**config.mk**
```make
export PLATFORM = sky130hd
export DESIGN_NAME = mem_arbiter
export DESIGN_NICKNAME = d
export VERILOG_FILES = /design/src/rtl/cache_def.sv /design/src/rtl/mem_arb_pick.sv /design/src/rtl/mem_arbiter.sv
export SDC_FILE = /design/constraint.sdc
export NUM_CORES = 1
export LEC_CHECK = 0
export ABC_CLOCK_PERIOD_IN_PS = 3450
export BUFFER_PORTS_ARGS = -buffer_cell sky130_fd_sc_hd__buf_2
export CAP_MARGIN = 0
export CORE_AREA = 3 3 635 637
export DETAILED_ROUTE_END_ITERATION = 6
export DIE_AREA = 0 0 638 640
export HOLD_SLACK_MARGIN = 0.12
export PLACE_DENSITY = 0.3
export SLEW_MARGIN = 15
export SYNTH_ARGS = -nofsm -noshare
export SYNTH_HDL_FRONTEND = slang
export SYNTH_HIERARCHICAL = 1
export SYNTH_SLANG_ARGS = --single-unit
```
**constraint.sdc**
```tcl
create_clock -name clk -period 3.45 [get_ports clk]
set_clock_uncertainty 0.1 [all_clocks]
set_input_delay 0.69 -clock clk [delete_from_list [all_inputs] [get_ports clk]]
set_output_delay 0.69 -clock clk [all_outputs]
set_load 0.05 [all_outputs]
```
**src/rtl/cache_def.sv**
```systemverilog
// cache_def: shared types for the cache/memory subsystem.
//   cache_data_type : one 256-bit cache line
//   mem_req_type    : request to a line memory (addr, data, rw=1 write, valid)
//   mem_data_type   : response from a line memory (data line, ready)
//   arb_state_type  : mem_arbiter sequencer states
//   arb_id_type     : requester id (0 = D-cache, 1 = I-cache)
package cache_def;

    localparam int ADDR_W = 32;
    localparam int LINE_W = 256;

    typedef logic [LINE_W-1:0] cache_data_type;

    typedef struct packed {
        logic [ADDR_W-1:0] addr;
        cache_data_type    data;
        logic              rw;
        logic              valid;
    } mem_req_type;

    typedef struct packed {
        cache_data_type data;
        logic           ready;
    } mem_data_type;

    typedef enum logic [1:0] {
        IDLE  = 2'd0,
        ISSUE = 2'd1,
        RESP  = 2'd2
    } arb_state_type;

    typedef logic arb_id_type;

    localparam arb_id_type ARB_ID_DCACHE = 1'b0;
    localparam arb_id_type ARB_ID_ICACHE = 1'b1;

endpackage

```
**src/rtl/mem_arb_pick.sv**
```systemverilog
// mem_arb_pick: combinational grant picker for the two memory requesters.
//   valid0      in  D-cache request valid
//   valid1      in  I-cache request valid
//   last_grant  in  id granted most recently (round-robin build only)
//   grant_valid out at least one requester is asking
//   grant_id    out id of the requester that wins this cycle
// Build option MEM_ARB_RR_EN: when defined, ties go to the requester that
// was not granted last; otherwise the D-cache always wins ties.
module mem_arb_pick
    import cache_def::*;
(
    input  logic       valid0,
    input  logic       valid1,
`ifdef MEM_ARB_RR_EN
    input  arb_id_type last_grant,
`endif
    output logic       grant_valid,
    output arb_id_type grant_id
);

    always_comb begin
        grant_valid = valid0 | valid1;
        grant_id    = ARB_ID_DCACHE;
        if (valid0 && valid1) begin
`ifdef MEM_ARB_RR_EN
            grant_id = ~last_grant;
`else
            grant_id = ARB_ID_DCACHE;
`endif
        end else if (valid1) begin
            grant_id = ARB_ID_ICACHE;
        end
    end

endmodule

```
**src/rtl/mem_arbiter.sv**
```systemverilog
// mem_arbiter: shares the single-ported line memory between the D-cache
// (requester 0) and the I-cache (requester 1), one transaction at a time.
// The winning request is latched and presented to the memory for as long as
// the memory holds ready low; the returned line is then handed back to the
// owner as a one-cycle ready pulse.
//   clk      in  clock, all state on posedge
//   rst_n    in  synchronous reset, active-low
//   req0     in  D-cache request
//   resp0    out D-cache response (line + ready pulse)
//   req1     in  I-cache request
//   resp1    out I-cache response
//   mem_req  out request to the line memory
//   mem_resp in  line memory read data and ready
// Build option MEM_ARB_RR_EN: round-robin tie break with a last-grant
// register (reset value = I-cache, so the D-cache wins the first tie).
// Without it, fixed priority to the D-cache and no last-grant register.
//
// state | meaning
// IDLE  | arbitrate; latch winner's addr/data/rw/owner on a grant
// ISSUE | drive latched request to mem until mem_resp.ready
// RESP  | one-cycle ready pulse with captured line to the owner
module mem_arbiter
    import cache_def::*;
(
    input  logic         clk,
    input  logic         rst_n,
    input  mem_req_type  req0,
    output mem_data_type resp0,
    input  mem_req_type  req1,
    output mem_data_type resp1,
    output mem_req_type  mem_req,
    input  mem_data_type mem_resp
);

    arb_state_type     state_q;
    arb_state_type     state_d;
    arb_id_type        owner_q;
    logic [ADDR_W-1:0] addr_q;
    cache_data_type    wdata_q;
    logic              rw_q;
    cache_data_type    line_q;

    logic              grant_valid;
    arb_id_type        grant_id;
    logic              grant_load;
    logic              line_load;

`ifdef MEM_ARB_RR_EN
    arb_id_type        last_q;
`endif

    mem_arb_pick u_pick (
        .valid0      (req0.valid),
        .valid1      (req1.valid),
`ifdef MEM_ARB_RR_EN
        .last_grant  (last_q),
`endif
        .grant_valid (grant_valid),
        .grant_id    (grant_id)
    );

    // Requests are only looked at in IDLE; requesters hold them until ready.
    assign grant_load = (state_q == IDLE) && grant_valid;
    assign line_load  = (state_q == ISSUE) && mem_resp.ready;

    always_ff @(posedge clk) begin
        if (!rst_n) begin
            state_q <= IDLE;
        end else begin
            state_q <= state_d;
        end
    end

    always_ff @(posedge clk) begin
        if (!rst_n) begin
            owner_q <= ARB_ID_DCACHE;
            addr_q  <= '0;
            wdata_q <= '0;
            rw_q    <= 1'b0;
        end else if (grant_load) begin
            owner_q <= grant_id;
            if (grant_id == ARB_ID_ICACHE) begin
                addr_q  <= req1.addr;
                wdata_q <= req1.data;
                rw_q    <= req1.rw;
            end else begin
                addr_q  <= req0.addr;
                wdata_q <= req0.data;
                rw_q    <= req0.rw;
            end
        end
    end

    // For a write held over not-ready cycles the memory has already taken
    // the new line, so the captured line reflects it; that is intended.
    always_ff @(posedge clk) begin
        if (!rst_n) begin
            line_q <= '0;
        end else if (line_load) begin
            line_q <= mem_resp.data;
        end
    end

`ifdef MEM_ARB_RR_EN
    always_ff @(posedge clk) begin
        if (!rst_n) begin
            last_q <= ARB_ID_ICACHE;
        end else if (grant_load) begin
            last_q <= grant_id;
        end
    end
`endif

    // The memory writes on every edge that sees rw=1, so rw and valid are
    // only ever raised in ISSUE; addr/data keep their latched values so the
    // memory inputs do not toggle between transactions.
    always_comb begin
        state_d      = state_q;
        mem_req      = '0;
        mem_req.addr = addr_q;
        mem_req.data = wdata_q;
        resp0        = '0;
        resp1        = '0;
        resp0.data   = line_q;
        resp1.data   = line_q;

        case (state_q)
            IDLE: begin
                if (grant_valid) begin
                    state_d = ISSUE;
                end
            end
            ISSUE: begin
                mem_req.valid = 1'b1;
                mem_req.rw    = rw_q;
                if (mem_resp.ready) begin
                    state_d = RESP;
                end
            end
            RESP: begin
                if (owner_q == ARB_ID_ICACHE) begin
                    resp1.ready = 1'b1;
                end else begin
                    resp0.ready = 1'b1;
                end
                state_d = IDLE;
            end
            default: begin
                state_d = IDLE;
            end
        endcase
    end

endmodule

```
==> summary.txt <==
Port-buffer cells: 1642
Slew HR: 0.5403
Max H-tree Level: 3
clock sinks: 548
complex-gate fraction of the synthesized area: 0.07409
layout cell share with drive strength beyond 1: 0.3789
gr usage total: 0.1279
crit path max fanout: 7
I/O Pins: 1643
vias in the first global route: 29.39k
placed insts: 9170
pin count of the biggest net entering global routing: 102
worst r2r src: state_q[0]
WHS Endpoint: line_q[69]
Final Hold Vio Count: 0
Tcrit/Tclk final: 0.8315
routed via count: 29.58k
reg2reg end: line_q[2]
Area contributors post-synth: dfxtp_1 45%, mux2i_1 22%, nand2_1 12%
WL/cell: 26.92 um
FF+latch count, synth: 548
Max IR drop VDD: 292.4 uV
Pleak: 0.02041 uW
post-synthesis mux area share: 0.2229
final slew viol count: 0
PD cells: 461.3 nW/um2
leading area contributor after synthesis: dfxtp_1
sequential-to-total area share from yosys stat: 0.4474
most frequent cells in the layout: 1641 x buf_2, 803 x nand2_1, 797 x dlygate4sd3_1
R2R depth: 4
crit start category: flop
commonest non-fill, non-tap cell in the layout: buf_2
Root Buffer: clkbuf_16
worst endpoint required time: 2.66 ns
die height: 640 um
status: complete, no violations
Simple-Gate Fraction of Synth Area: 0.1261
area delta synth->final: 95.10%
die width: 638 um
setup TNS: 0 ns
R2R Setup Slk: 1.39 ns
row count: 232
drc violations: 0
nets@finish: 5625
measured slew at the worst slew-check pin: 0.6944 ns
Multi-input gate area: 10410 um2
Post-Syn Area: 24520 um2
HPWL after DPL: 240600 um
synth warn: 6
first-pass iteration count of the detailed router: 5
Routed Antenna Nets: 0
GPL Wtd Cong: 0.8961
TritonCTS clock tree: yes
Synth Area per Inst: 9.180 um2
DRT iter0 DRCs: 1609
final setup fails: 0
grt ovf: 0
hold_sp: mem_resp[70]
clock buffer depth: 4
fillcell total: 46.03k
Crit. End Element: output port
top-area cell type share of the netlist area: 0.4474
Clock transition at path regs: 0.06 ns
post-synthesis xor/xnor area fraction: 0
Syn Inst Count: 2671
main combinational cell family by area after synthesis: multiplexers
first-pass GRT wire length: 336500 um
Max-Cap Viols: 0
Post-Layout Cell Count: 10.19k
Cell variety after synth: 20
syn_nets: 3510
TritonCTS buffer count: 82
WP data arrival: 2.08 ns
initial core utilization: 0.06153
detailed-route wire length: 274200 um
Fmax achieved: 348.6 MHz
sequential cell area: 10970 um2
initial antenna violation count: 200
adder-cell area share of the yosys netlist: 0
worst skew pair latency: 0.77 ns
unrepaired setup endpoints after global routing: no
Vias/cell: 2.903
post-layout min period: 2.869 ns
hold crit path type: input pin to flop
type of the worst setup path: flop to output port
DIE AREA: 408300 um2
hold path cells: 3
post-CTS sizing: 0
Core Area: 398600 um2
[critical path: stages (launching register included)]
cell and delay (ns):
dfxtp_1 0.46, nor3b_1 0.22, buf_2 0.54
[worst max-delay path by stage]
stage               start           end  slack, ns  cells after the start
6_report       state_q[1]      resp0[0]       0.58                      2
3_5_place_dp      req0[0]  wdata_q[103]       0.83                      6
2_1_floorplan  state_q[1]      resp0[0]       1.11                      1
3_3_place_gp      req0[0]  wdata_q[169]       0.88                      6
4_1_cts        state_q[1]      resp0[0]       0.34                      2
5_1_grt        state_q[1]      resp0[0]       0.43                      2
[state kept, by name, summed over array words and instances, names as in the netlist]
name / flops
state_q: 2
owner_q: 1
rw_q: 1
wdata_q: 256
addr_q: 32
line_q: 256
[per-layer routing]
layer | GRT usage | part of all wire
met5 | 0 | 0.0019
met1 | 0.1209 | 0.33
met4 | 0.04477 | 0.045
met3 | 0.05684 | 0.10
met2 | 0.2421 | 0.53
[area by class of cell]
class	count	share of cell area
repair buffers	2503	0.3561
flip-flops and latches	548	0.2293
multi-input cells	1650	0.2175
well taps	5265	0.1377
clock buffers	117	0.04985
clock inverters	24	0.005309
diodes	78	0.004080
inverters	1	0.00007846
[synthesized netlist by cell type]
cell type,count
a2111oi_0,1
buf_8,18
nor3b_1,2
o22ai_1,289
buf_12,2
dfxtp_1,548
inv_1,1
buf_2,85
buf_4,266
and3b_1,2
clkbuf_1,88
buf_6,8
nand4bb_1,1
nor2_1,1
or2_1,1
and2_1,2
nand2_1,803
nor2b_1,2
buf_1,5
mux2i_1,546
[kinds of logic after synthesis]
kind of cell           after synthesis
AO/OA/AOI/OAI                      290
buffers and inverters              473
flip-flops                         548
multiplexers                       546
AND/OR/NAND/NOR                    814
[per-stage QoR]
stage	power, uW	instance area [um2]	utilization	hold slack (ns)	setup WS [ns]
finish	22070	47840	0.1200	0.1963	0.5813
floorplan	10730	24520	-	0.3416	1.114
detailed placement	12840	37030	0.09291	0.3567	0.8321
global placement	12820	37030	0.09291	0.3506	0.8757
global route	23070	47770	0.1199	0.1529	0.4279
CTS	22670	47640	0.1195	0.1215	0.3400
[repair_timing]
| action | 4_1_cts | 5_1_grt |
|---|---|---|
| setup endpoints to repair | 0 | 0 |
| hold endpoints to repair | 538 | 0 |
| hold buffers | 797 | 0 |
| setup buffers | 0 | 0 |
[power by group]
group / internal, uW / switching, uW / total (uW)
logic: 2020 / 4340 / 6360
registers: 6800 / 348 / 7150
clock network: 5090 / 3460 / 8550
total: 13900 / 8150 / 22100
Power figures use the tool's default switching activity.
